File: config.mk
export PLATFORM = sky130hd
export DESIGN_NAME = udm_bus_arb2
export DESIGN_NICKNAME = d
export VERILOG_FILES = /design/src/rtl/udm_bus_arb2.sv
export SDC_FILE = /design/constraint.sdc
export NUM_CORES = 1
export LEC_CHECK = 0
export BUFFER_PORTS_ARGS = -buffer_cell sky130_fd_sc_hd__clkbuf_2
export CAP_MARGIN = 20
export CORE_AREA = 2 2 122 124
export CTS_BUF_LIST = sky130_fd_sc_hd__clkbuf_8
export CTS_CLUSTER_SIZE = 16
export DETAILED_ROUTE_END_ITERATION = 8
export DIE_AREA = 0 0 124 126
export GPL_ROUTABILITY_DRIVEN = 0
export PLACE_DENSITY_LB_ADDON = 0.12
export SETUP_SLACK_MARGIN = 0.2
export SYNTH_ARGS = -nofsm -noshare
export SYNTH_HDL_FRONTEND = slang
export SYNTH_SLANG_ARGS = --single-unit
export TNS_END_PERCENT = 50
File: constraint.sdc
create_clock -name clk_i -period 2.3 [get_ports clk_i]
set_clock_uncertainty 0.15 [all_clocks]
set_input_delay 0.46 -clock clk_i [delete_from_list [all_inputs] [get_ports clk_i]]
set_output_delay 0.46 -clock clk_i [all_outputs]
set_load 0.01 [all_outputs]
File: src/rtl/udm_bus_arb2.sv
// rtl/udm_bus_arb2.sv - two-master round-robin arbiter for the UDM request/ack/resp bus
//
// Shares one request/ack/resp slave segment between master 0 (UDM debug
// master) and master 1 (on-chip sequencer). Requests are granted
// round-robin and forwarded combinationally. Accepted reads record the
// issuing master in an in-order ID FIFO so each response is routed back.
//
// Ports:
//   clk_i, rst_i            clock, asynchronous active-low reset
//   m{0,1}_req_i/_we_i      master request and write enable
//   m{0,1}_addr_bi/_be_bi   master address and byte enables
//   m{0,1}_wdata_bi         master write data
//   m{0,1}_ack_o            master request accepted this cycle
//   m{0,1}_resp_o/_rdata_bo master read response valid and data
//   s_req_o .. s_wdata_bo   forwarded request of the granted master
//   s_ack_i                 slave accepted the forwarded request
//   s_resp_i, s_rdata_bi    slave read response valid and data
//   err_o                   sticky: response arrived with no read outstanding

module udm_bus_arb2 #(
    parameter int AW        = 32,
    parameter int DW        = 32,
    parameter int OUTST_POW = 2
) (
    input  logic              clk_i,
    input  logic              rst_i,

    input  logic              m0_req_i,
    input  logic              m0_we_i,
    input  logic [AW-1:0]     m0_addr_bi,
    input  logic [DW/8-1:0]   m0_be_bi,
    input  logic [DW-1:0]     m0_wdata_bi,
    output logic              m0_ack_o,
    output logic              m0_resp_o,
    output logic [DW-1:0]     m0_rdata_bo,

    input  logic              m1_req_i,
    input  logic              m1_we_i,
    input  logic [AW-1:0]     m1_addr_bi,
    input  logic [DW/8-1:0]   m1_be_bi,
    input  logic [DW-1:0]     m1_wdata_bi,
    output logic              m1_ack_o,
    output logic              m1_resp_o,
    output logic [DW-1:0]     m1_rdata_bo,

    output logic              s_req_o,
    output logic              s_we_o,
    output logic [AW-1:0]     s_addr_bo,
    output logic [DW/8-1:0]   s_be_bo,
    output logic [DW-1:0]     s_wdata_bo,
    input  logic              s_ack_i,
    input  logic              s_resp_i,
    input  logic [DW-1:0]     s_rdata_bi,

    output logic              err_o
);

    localparam int DEPTH = 1 << OUTST_POW;
    localparam logic [OUTST_POW:0] DEPTH_CNT = (OUTST_POW+1)'(DEPTH);

    // rr_last: master that won the most recent accepted transfer.
    logic                 rr_last;
    logic [DEPTH-1:0]     id_fifo;
    logic [OUTST_POW-1:0] wr_ptr;
    logic [OUTST_POW-1:0] rd_ptr;
    logic [OUTST_POW:0]   count;

    logic fifo_full;
    logic fifo_empty;
    logic elig0;
    logic elig1;
    logic gnt;
    logic accept;
    logic push;
    logic pop;
    logic head;

    assign fifo_full  = (count == DEPTH_CNT);
    assign fifo_empty = (count == '0);

    // Reads are masked on the registered full flag, so a pop in the
    // same cycle does not let a new read through until the next cycle.
    assign elig0 = m0_req_i && (m0_we_i || !fifo_full);
    assign elig1 = m1_req_i && (m1_we_i || !fifo_full);

    always_comb begin
        gnt        = 1'b0;
        s_req_o    = elig0 || elig1;
        s_we_o     = 1'b0;
        s_addr_bo  = '0;
        s_be_bo    = '0;
        s_wdata_bo = '0;

        if (elig0 && elig1) begin
            gnt = ~rr_last;
        end else if (elig1) begin
            gnt = 1'b1;
        end

        if (s_req_o) begin
            if (gnt) begin
                s_we_o     = m1_we_i;
                s_addr_bo  = m1_addr_bi;
                s_be_bo    = m1_be_bi;
                s_wdata_bo = m1_wdata_bi;
            end else begin
                s_we_o     = m0_we_i;
                s_addr_bo  = m0_addr_bi;
                s_be_bo    = m0_be_bi;
                s_wdata_bo = m0_wdata_bi;
            end
        end
    end

    assign accept   = s_req_o && s_ack_i;
    assign push     = accept && !s_we_o;
    assign m0_ack_o = accept && !gnt;
    assign m1_ack_o = accept && gnt;

    // A response only pops when a read was already outstanding at the
    // start of the cycle; otherwise it is dropped and flagged.
    assign head        = id_fifo[rd_ptr];
    assign pop         = s_resp_i && !fifo_empty;
    assign m0_resp_o   = pop && !head;
    assign m1_resp_o   = pop && head;
    assign m0_rdata_bo = m0_resp_o ? s_rdata_bi : '0;
    assign m1_rdata_bo = m1_resp_o ? s_rdata_bi : '0;

    always_ff @(posedge clk_i or negedge rst_i) begin
        if (!rst_i) begin
            rr_last <= 1'b1;
            id_fifo <= '0;
            wr_ptr  <= '0;
            rd_ptr  <= '0;
            count   <= '0;
            err_o   <= 1'b0;
        end else begin
            if (accept) begin
                rr_last <= gnt;
            end
            if (push) begin
                id_fifo[wr_ptr] <= gnt;
                wr_ptr          <= wr_ptr + OUTST_POW'(1);
            end
            if (pop) begin
                rd_ptr <= rd_ptr + OUTST_POW'(1);
            end
            case ({push, pop})
                2'b10:   count <= count + (OUTST_POW+1)'(1);
                2'b01:   count <= count - (OUTST_POW+1)'(1);
                default: count <= count;
            endcase
            if (s_resp_i && fifo_empty) begin
                err_o <= 1'b1;
            end
        end
    end

endmodule

==> results list <==
* Status: complete, but fails checks
- The checks that failed: negative setup slack.
- TritonCTS clock tree: built
* Initial core utilization: 0.137
- The max-slew violation count was 0.
* Site row count: 44
- The first detailed-routing pass took 4 iterations.
- After synthesis, the cell types taking the most area are sky130_fd_sc_hd__a22o_1 30%, sky130_fd_sc_hd__dfrtp_1 15%, sky130_fd_sc_hd__and3_1 11%.
* Proportion of total power due to net switching: 0.479
- Number of CTS-inserted buffers: 3
- When the netlist entered floorplanning its net count stood at 448.
* Proportion of power drawn by flip-flops and latches: 0.118
* Starting DRT DRC Count: 71
- Final non-filler cell total: 769
- Average cell area after synthesis: 7.38 sq um
* Routed vias/inst: 4.30
- The die covers 15,600 sq um.
- For this run, the top clock speed supported by timing is 369 MHz.
- Via count of the first global-routing pass: 3,139
- After clock tree synthesis, the clock-pin slew on the worst setup and hold paths is 60 ps.
- For this design the total switching power over the nets is 0.00172 W.
- In this run the tightest slew margin relative to its limit is 0.777.
* Count of buffers from port buffering: 314
* Power per cell area: 869 nW/um^2
- In this run the count of I/O pins placed on the die edge is 315.
* CTS H-tree depth: 1
* Number of antenna violations at the first check in global routing: 0
- Layout Cell Area excl Fill: 4120 sq um
- Max-capacitance violation count: 0
- The tree built by TritonCTS fans out to 13 sinks.
* Classification of the worst-slack hold path: in -> reg
- The core region is 14,300 sq um.
- The worst setup path is captured at an output pin.
* Netlist Area Pre-Place: 1960 sq um
* Synthesis-stage register bit count: 13
- Global-route wire length before repair: 16,300 um
- Total internal power: 0.00187 W
- Cell variety after synth: 32
* Arrival time at the worst endpoint: 2100 ps
- The final hold violation count is 0.
- Compared with the post-synthesis result, the final layout area differs by 110%.
- Die height: 126 um
* Wire length per cell after detailed routing: 15.5 um
- Setup repair after global routing missed its margin: yes
- Across every metal layer, demand over resource in global routing totals 0.134.
* Final net count: 767
* Count of final setup violators: 116
- Final worst-path setup slack: -410 ps
- Min Tclk post-route: 2710 ps
- Largest net degree at the start of global routing: 69
- Transition at the pin with the smallest max-transition slack: 335 ps
- Yosys printed 0 warnings.
- Clock network power share: 0.056
- Of the total power, combinational logic draws 0.826.
* Worst vdd rail ir drop: 0.000421 V
- Total routed wirelength: 11,900 um
* Maximum number of buffers from clock root to sink: 2
- After detailed routing, the number of remaining DRC violations is 0.
* Area of placed instances: 3880 sq um
* Via total after detailed routing: 3,310
* Placed Instances: 758
* Standby leakage power: 2.56 nW
- Measured along the x axis, the die boundary spans 124 um.
- The tree is rooted in a sky130_fd_sc_hd__clkbuf_8.
* Share of the cycle needed by the critical path after routing: 1.18
- In the final layout, the share of cells above drive strength 1 is 0.632.
* Clk Latency, worst-skew pair: 240 ps
- The cell count after synthesis came out at 266.
- Once detailed placement completed, the half-perimeter wirelength came to 9850 um.
- Data required time at the worst endpoint: 1690 ps
- The critical path is of the reg -> out type.
- Top-area cell type share of the netlist area: 0.303
* Remaining global-route overflow: 0
- Remaining number of nets flagged by the antenna check after routing: 0
* CP max FO: 11
* Leading area contributor after synthesis: sky130_fd_sc_hd__a22o_1
* Startpoint types: flip-flop
- Fraction of the yosys area taken by sequential cells: 0.166
## cell usage after synthesis, drive strengths merged
library cell and n:
a21o 1, a21oi 1, a22o 68, a32o 1, and2 3, and3 33, buf 16, clkbuf 16
dfrtp 12, dfstp 1, fa 1, ha 5, inv 8, mux2 5, mux2i 1, mux4 1
nand2 36, nand2b 1, nand4 4, nor2 34, nor2b 3, nor3 1, o21a 2, o21ai 3
o2bb2ai 1, o31ai 1, or3b 1, xnor2 3, xor2 3
## layout by cell type (no fill, tap or decap), types with 2 or more instances in the layout
cell,count
sky130_fd_sc_hd__a22o_1,68
sky130_fd_sc_hd__and2_1,2
sky130_fd_sc_hd__and3_1,30
sky130_fd_sc_hd__and3_4,3
sky130_fd_sc_hd__buf_12,5
sky130_fd_sc_hd__buf_2,61
sky130_fd_sc_hd__buf_4,21
sky130_fd_sc_hd__buf_6,10
sky130_fd_sc_hd__clkbuf_2,245
sky130_fd_sc_hd__clkbuf_8,4
sky130_fd_sc_hd__dfrtp_1,12
sky130_fd_sc_hd__ha_1,4
sky130_fd_sc_hd__inv_1,8
sky130_fd_sc_hd__mux2_2,5
sky130_fd_sc_hd__nand2_1,36
sky130_fd_sc_hd__nand4_1,4
sky130_fd_sc_hd__nor2_1,34
sky130_fd_sc_hd__nor2b_1,2
sky130_fd_sc_hd__o21ai_0,2
sky130_fd_sc_hd__xnor2_1,3
sky130_fd_sc_hd__xor2_1,3
## worst max-delay path, cell delays in order, from the launching register on
cell and delay (ps):
sky130_fd_sc_hd__dfrtp_1 380, sky130_fd_sc_hd__or3b_4 430, sky130_fd_sc_hd__o21a_4 220, sky130_fd_sc_hd__a21oi_4 250, sky130_fd_sc_hd__buf_12 150, sky130_fd_sc_hd__clkbuf_16 160, sky130_fd_sc_hd__a22o_1 120, sky130_fd_sc_hd__buf_2 130
## stage by stage
stage          setup TNS (ps)  utilization  worst slack (ps)  hold WS (ps)  power [W]
2_1_floorplan           -2120            -             -74.5          14.4    0.00205
3_3_place_gp            -6660        0.271              -145           236    0.00320
3_5_place_dp            -8320        0.271              -179           236    0.00322
4_1_cts                -30000        0.281              -419           291    0.00353
5_1_grt                -39730        0.288              -492           309    0.00390
6_report               -28020        0.288              -410           291    0.00358
## logic make-up (layout without fill, tap and decap cells)
kind of cell,after synthesis,count (layout),synth area share
compound gates,78,78,0.340
xor+xnor,6,6,0.0268
fa+ha+maj,6,6,0.0421
buf+inv,40,358,0.0982
flops,13,13,0.166
mux,7,7,0.0452
other cells,0,1,0
simple gates,116,116,0.281
## final timing paths
kind                                        to  slack, ps  cells past startpoint     start
worst max-delay path            s_wdata_bo[30]       -410                      7  count[0]
worst min-delay path                     err_o        290                      2  s_resp_i
worst max register to register        count[2]       -110                     10  count[0]
worst min register to register           err_o        320                      1     err_o
max in group asynchronous              rr_last       1210                      2     rst_i
min in group asynchronous             count[1]        500                      2     rst_i
## sequential cells by signal, indices dropped and copies added, names as in the netlist
register and cells:
err_o 1, rr_last 1, rd_ptr 2, wr_ptr 2, id_fifo 4, count 3
## power groups by stage
| stage | combinational (W) | sequential [W] | clock [W] |
|---|---|---|---|
| after floorplan | 0.00162 | 0.000427 | 0 |
| final | 0.00296 | 0.000424 | 0.000201 |
| after global placement | 0.00277 | 0.000426 | 0 |
| after detailed placement | 0.00279 | 0.000429 | 0 |
| after CTS | 0.00290 | 0.000427 | 0.000211 |
| after global routing | 0.00324 | 0.000442 | 0.000216 |
## metal layers
| layer | vias to the layer above | GRT usage | wire [um] |
|---|---|---|---|
| li1 | 1607 | - | - |
| met1 | 1527 | 0.123 | 3830 |
| met2 | 172 | 0.280 | 6570 |
| met3 | 4 | 0.0462 | 1490 |
| met4 | 0 | 0.0126 | 37 |
| met5 | - | 0 | 0 |
## timing repair
item | 4_1_cts | 5_1_grt
pin swaps | 1 | 3
buffers inserted | 2 | 1
endpoints found under the hold margin | 12 | 0
gates resized for setup | 8 | 83
setup endpoints to repair | 140 | 140
hold buffers | 1 | 0
cloned | 1 | 1
## layout make-up
cell class,count,area (sq um)
sequential,13,327
timing repair buffer,346,1980
clock inverter,1,3.75
tap,184,230
clock buffer,3,41.3
multi-input combinational,213,1510
fill,1595,10200
antenna,1,2.50
inverter,8,30.0
(Power assumes the default switching activity.)
